## config.mk

```make
export PLATFORM = sky130hd
export DESIGN_NAME = reg_writeback
export DESIGN_NICKNAME = d
export VERILOG_FILES = /design/src/rtl/wb_pkg.sv /design/src/rtl/wb_load_fifo.sv /design/src/rtl/reg_writeback.sv
export SDC_FILE = /design/constraint.sdc
export NUM_CORES = 1
export LEC_CHECK = 0
export CAP_MARGIN = 20
export CORE_MARGIN = 2
export CORE_UTILIZATION = 30
export CTS_BUF_LIST = sky130_fd_sc_hd__clkbuf_8
export DETAILED_ROUTE_END_ITERATION = 10
export PLACE_DENSITY = 0.49
export RECOVER_POWER = 100
export SLEW_MARGIN = 20
export SYNTH_ARGS = -nofsm -noshare
export SYNTH_HDL_FRONTEND = slang
export SYNTH_HIERARCHICAL = 1
export SYNTH_SLANG_ARGS = --single-unit
export TNS_END_PERCENT = 5
```

## constraint.sdc

```tcl
create_clock -name clk -period 9.81 [get_ports clk]
set_input_delay 1.962 -clock clk [delete_from_list [all_inputs] [get_ports clk]]
set_output_delay 1.962 -clock clk [all_outputs]
set_load 0.005 [all_outputs]
```

## src/rtl/wb_pkg.sv

```systemverilog
// wb_pkg: load sizes, load-queue entry type and the load aligner shared by the write-back stage.
package wb_pkg;
  localparam logic [1:0] LD_B = 2'd0;
  localparam logic [1:0] LD_H = 2'd1;
  localparam logic [1:0] LD_W = 2'd2;
  localparam logic [1:0] LD_D = 2'd3;
  localparam logic [4:0] REG_ZERO = 5'd0;
  typedef struct packed {
    logic [4:0]  waddr;
    logic [63:0] rdata;
    logic [2:0]  offset;
    logic [1:0]  size;
    logic        is_signed;
  } lq_entry_t;
  // A doubleword wraps 1<<3 to zero, so the mask becomes zero and eff_off is 0.
  function automatic logic [2:0] eff_off(input logic [2:0] off, input logic [1:0] size);
    return off & ~((3'd1 << size) - 3'd1);
  endfunction
  function automatic logic [63:0] ld_align(input lq_entry_t e);
    logic [63:0] d;
    d = e.rdata >> {eff_off(e.offset, e.size), 3'b000};
    return e.size == LD_B ? {{56{e.is_signed & d[7]}}, d[7:0]} :
           e.size == LD_H ? {{48{e.is_signed & d[15]}}, d[15:0]} :
           e.size == LD_W ? {{32{e.is_signed & d[31]}}, d[31:0]} : d;
  endfunction
endpackage

```

## src/rtl/wb_load_fifo.sv

```systemverilog
// wb_load_fifo: synchronous FIFO with wrap-bit pointers for full/empty.
module wb_load_fifo #(
  parameter int DEPTH = 4,
  parameter type T = logic [7:0]
) (
  input  logic clk,
  input  logic rst_n,
  input  logic push,
  input  T     din,
  input  logic pop,
  output T     dout,
  output logic full,
  output logic empty
);
  localparam int AW = $clog2(DEPTH);
  T mem_q [DEPTH];
  logic [AW:0] wp_q, wp_d, rp_q, rp_d;
  logic do_push, do_pop;
  assign empty = wp_q == rp_q;
  assign full = (wp_q[AW] != rp_q[AW]) && (wp_q[AW-1:0] == rp_q[AW-1:0]);
  assign dout = mem_q[rp_q[AW-1:0]];
  always_comb begin
    do_push = push && !full;
    do_pop = pop && !empty;
    wp_d = wp_q + {{AW{1'b0}}, do_push};
    rp_d = rp_q + {{AW{1'b0}}, do_pop};
  end
  always_ff @(posedge clk or negedge rst_n) begin
    if (!rst_n) begin
      wp_q <= '0;
      rp_q <= '0;
    end else begin
      wp_q <= wp_d;
      rp_q <= rp_d;
    end
  end
  always_ff @(posedge clk) begin
    if (do_push) mem_q[wp_q[AW-1:0]] <= din;
  end
endmodule

```

## src/rtl/reg_writeback.sv

```systemverilog
// reg_writeback: merges ALU results and queued load returns onto the register-file write port,
// tracks outstanding loads and throttles the ALU when loads starve.
module reg_writeback
  import wb_pkg::*;
#(
  parameter int LQ_DEPTH = 4,
  parameter int STARVE_LIM = 8
) (
  input  logic        clk,
  input  logic        rst_n,
  input  logic        alu_valid,
  input  logic [4:0]  alu_waddr,
  input  logic [63:0] alu_wdata,
  input  logic [7:0]  alu_sel,
  output logic        alu_stall,
  input  logic        ld_issue_valid,
  input  logic [4:0]  ld_issue_addr,
  input  logic        ld_valid,
  output logic        ld_ready,
  input  logic [4:0]  ld_waddr,
  input  logic [63:0] ld_rdata,
  input  logic [2:0]  ld_offset,
  input  logic [1:0]  ld_size,
  input  logic        ld_signed,
  output logic        ld_err,
  output logic [31:0] pend_mask,
  output logic        wena,
  output logic [4:0]  waddr,
  output logic [63:0] wdata,
  output logic [7:0]  sel
);
  localparam int CW = $clog2(STARVE_LIM + 1);
  localparam logic [CW-1:0] LIM = CW'(STARVE_LIM);
  lq_entry_t push_e, head;
  logic full, empty, push, pop;
  logic wena_d, wena_q, ld_err_d, ld_err_q, alu_stall_d, alu_stall_q;
  logic [4:0] waddr_d, waddr_q;
  logic [63:0] wdata_d, wdata_q;
  logic [7:0] sel_d, sel_q;
  logic [31:0] pend_d, pend_q;
  logic [CW-1:0] starve_d, starve_q;
  assign push_e = '{waddr: ld_waddr, rdata: ld_rdata, offset: ld_offset, size: ld_size, is_signed: ld_signed};
  assign ld_ready = !full;
  assign push = ld_valid && !full;
  assign pop = !alu_valid && !empty;
  wb_load_fifo #(.DEPTH(LQ_DEPTH), .T(lq_entry_t)) u_lq (
    .clk(clk), .rst_n(rst_n), .push(push), .din(push_e), .pop(pop),
    .dout(head), .full(full), .empty(empty)
  );
  // Writes to r0 are dropped but still retire the load and clear its pending bit.
  always_comb begin
    wena_d = alu_valid ? alu_waddr != REG_ZERO : pop && head.waddr != REG_ZERO;
    waddr_d = alu_valid ? alu_waddr : pop ? head.waddr : waddr_q;
    wdata_d = alu_valid ? alu_wdata : pop ? ld_align(head) : wdata_q;
    sel_d = alu_valid ? alu_sel : pop ? 8'hFF : sel_q;
    ld_err_d = pop && eff_off(head.offset, head.size) != head.offset;
    pend_d = pend_q & ~(pop ? 32'd1 << head.waddr : 32'd0);
    if (ld_issue_valid && ld_issue_addr != REG_ZERO) pend_d[ld_issue_addr] = 1'b1;
    starve_d = (empty || pop) ? '0 : (starve_q != LIM) ? starve_q + CW'(1) : starve_q;
    alu_stall_d = !pop && (alu_stall_q || starve_d >= LIM);
  end
  always_ff @(posedge clk or negedge rst_n) begin
    if (!rst_n) begin
      wena_q <= 1'b0;
      waddr_q <= '0;
      wdata_q <= '0;
      sel_q <= '0;
      ld_err_q <= 1'b0;
      pend_q <= '0;
      starve_q <= '0;
      alu_stall_q <= 1'b0;
    end else begin
      wena_q <= wena_d;
      waddr_q <= waddr_d;
      wdata_q <= wdata_d;
      sel_q <= sel_d;
      ld_err_q <= ld_err_d;
      pend_q <= pend_d;
      starve_q <= starve_d;
      alu_stall_q <= alu_stall_d;
    end
  end
  assign wena = wena_q;
  assign waddr = waddr_q;
  assign wdata = wdata_q;
  assign sel = sel_q;
  assign ld_err = ld_err_q;
  assign pend_mask = pend_q;
  assign alu_stall = alu_stall_q;
endmodule

```

==> key figures <==
Critical path
  – CP Launch Type: input pin
  – CP max stage delay: 2480 ps
  – Data required time of the critical path: 9980 ps
  – CP Data Arrival Time: 7330 ps
  – Critical path class: input pin to flip-flop
  – Worst setup EP type: flip-flop
  – Crit-path slowest cell: clkbuf_1
  – Delay-heaviest family, CP: buffers and inverters
  – CP Cell Sequence: dlygate4sd3_1, nor2b_1, nand3_1, a31oi_1, clkbuf_1, clkbuf_1
  – WP buf/inv: 3
  – Crit-path most repeated cell: clkbuf_1
  – CP Max Fanout: 51

Finish
  – Final net count: 1589
  – Final non-filler cell total: 2264
  – Synth-to-Final Area Change: 26.9%
  – Most common cell after layout, fill and taps aside: edfxtp_1
  – Share of cells above drive strength 1: 16.1%
  – Most frequent cells in the layout: edfxtp_1 (300), dlygate4sd3_1 (188), dfrtp_1 (120)

Status
  – Outcome: finished, violations left
  – Failing checks: max-capacitance violations, max-slew violations

Synthesis
  – Post-Syn Nets: 1289
  – Ys flop type: edfxtp_1
  – Ys Warns: 6
  – Largest family of logic cells by synthesized area: multiplexers
  – Post-synthesis cell count: 1121
  – Adder-cell share of the synthesized area: 0.421%
  – Post-Syn Area: 17800 sq um
  – Async SR Flop Fraction: 28.9%
  – Compound-gate portion of the synthesized area: 10.2%
  – Netlist cell types: 60
  – Post-Syn Area per Cell: 15.9 sq um
  – Register area share after synthesis: 67.6%
  – FF+latch count, synth: 422
  – Post-synthesis mux area share: 13.0%
  – Simple logic cell fraction of the synthesized area: 5.64%
  – Post-Synth XOR/XNOR Area: 0.442%
  – Number of synthesized flops with an enable pin: 300

Clock tree
  – Clock Path Buffers: 3
  – # Post-CTS Setup Buffers: 0
  – Post-CTS sizing: 0
  – Worst skew pair latency: 670 ps
  – Cts bufs inserted: 77
  – Post-CTS Hold Buffers: 0
  – Clk sinks: 422
  – Root Buffer: clkbuf_8
  – H-tree Lvls: 3
  – CTS tree: built
  – Worst-path clk slew: 60 ps

Die
  – Starting density of the core: 30.3%
  – Die ar.: 61400 sq um
  – Core Footprint: 58900 sq um
  – Row cnt: 89
  – Die Y-Extent: 248 um
  – I/O pins: 275
  – Die X: 248 um

Routing
  – Overall routed net length: 54700 um
  – Residual DRC count: 0
  – Vias per inst: 5.04
  – Drt first pass iters: 5
  – ANT nets after route: 0
  – Vias: 11400
  – Initial drt markers: 1012
  – Post-DR wirelength/cell: 24.2 um

Global route
  – GRT Util Overall: 17.7%
  – Largest net degree at the start of global routing: 70
  – Initial antenna violation count: 20
  – Global-route wire length before repair: 78800 um
  – Vias in the first global route: 11900
  – GR Overflow Total: 0

Power
  – Power, Total: 7.88 mW
  – Power per cell area: 348 nW/um^2
  – Max VDD drop: 0.155 mV
  – Leakage: 7.90 nW

Placement
  – I/O Buffers: 274
  – Gpl congestion: 0.867
  – Minimum setup slack after placement: 4330 ps
  – Placed insts: 2114
  – Detailed placement HPWL: 37900 um

Timing
  – Hold Worst Slack: 498 ps
  – Final Max Slew Viols: 265
  – Crit path time final: 7160 ps
  – Final period util: 73.0%
  – Worst slew pin tran: 3430 ps
  – Worst Skew: 51.8 ps
  – RSZ-0062 raised after global routing: false
  – Final hold vios: 0
  – TNS Setup: 0 ps
  – FMAX: 140 MHz
  – Final setup viols: 0
  – Setup slack after layout: 2650 ps
  – Max_slew headroom: -129%

Flow run
  – Max cap viols: 6

Hold path
  – Hold Path Class: flip-flop to flip-flop
[logic make-up after synthesis]
group / count (synthesis)
and+or+nand+nor: 203
adders and majority gates: 6
muxes: 116
DFF: 422
xor gates and xnor gates: 9
buffers and inverters: 85
AOI/OAI and AO/OA: 280
[worst register-to-register path, stage by stage, from the launching register on]
cell and delay, ps:
dfrtp_4 740, clkbuf_1 2460, mux4_2 670, buf_4 490
nor4bb_1 160, a221oi_2 290, o21ai_0 200, o211ai_1 790
and4b_1 690, buf_4 330, a21oi_1 110
[where the power goes]
part / internal (mW) / leakage, nW / switching (mW)
clock network: 0.848 / 0.862 / 0.727
registers: 2.53 / 4.19 / 0.263
logic: 1.43 / 2.85 / 2.08
[registers in the layout, summed over array words and instances (netlist names)]
signal      count
wdata          64
starve_q        4
sel             8
alu_stall       1
wena            1
ld_err          1
u_lq/rp_q       3
u_lq/mem_q    300
pend_mask      32
u_lq/wp_q       3
waddr           5
[synth_stat cells, types with 7 or more instances]
cell type	number	area share, %
edfxtp_1	300	51
mux4_2	92	12
a21oi_1	23	0.65
dfrtp_1	122	17
inv_1	11	0.23
nand3b_1	7	0.29
a21oi_2	30	1.5
mux2_2	10	0.63
nand2b_1	9	0.32
clkbuf_1	37	0.78
buf_2	21	0.59
nand3_1	32	0.90
a31oi_1	16	0.56
nor2_1	13	0.27
o22a_1	9	0.44
o22ai_1	47	1.6
o21ai_0	103	2.9
mux2i_1	14	0.79
nand2_1	105	2.2
o211ai_1	11	0.46
[metal layers]
metal | global-route usage, % | routed length (um) | vias to the layer above
met5 | 0 | 48 | -
met4 | 7.56 | 1970 | 8
met3 | 4.80 | 3960 | 140
met2 | 27.5 | 25500 | 419
met1 | 23.4 | 23200 | 5753
li1 | - | - | 5087
[layout make-up]
class	count	area [sq um]
antenna	10	25.0
tap	773	967
sequential	422	12100
fill	5499	36300
inverter	11	41.3
timing repair buffer	295	2880
clock inverter	54	287
multi-input combinational	614	5200
clock buffer	85	1170
[per-stage QoR]
stage	instance area, sq um	utilization (%)
final	22600	38.4
after global routing	22600	38.4
after CTS	22800	38.7
after detailed placement	21400	36.3
after global placement	21400	36.2
after floorplan	17800	-
[final timing paths]
kind                                                to              startpoint  depth (start not counted)  slack, ps
setup / recovery           u_lq/mem_q[3][31]$_DFFE_PP_                ld_valid                          6       2650
hold / removal                  u_lq/rp_q[2]$_DFF_PN0_  u_lq/rp_q[2]$_DFF_PN0_                          1        500
setup reg to reg                 wdata[34]$_DFFE_PN0P_  u_lq/rp_q[1]$_DFF_PN0_                         10       2740
hold reg to reg                 u_lq/rp_q[2]$_DFF_PN0_  u_lq/rp_q[2]$_DFF_PN0_                          1        500
max in group asynchronous        wdata[16]$_DFFE_PN0P_                   rst_n                          2       5270
min in group asynchronous      pend_mask[12]$_DFF_PN0_                   rst_n                          1       2290
Power figures use the tool's default switching activity.
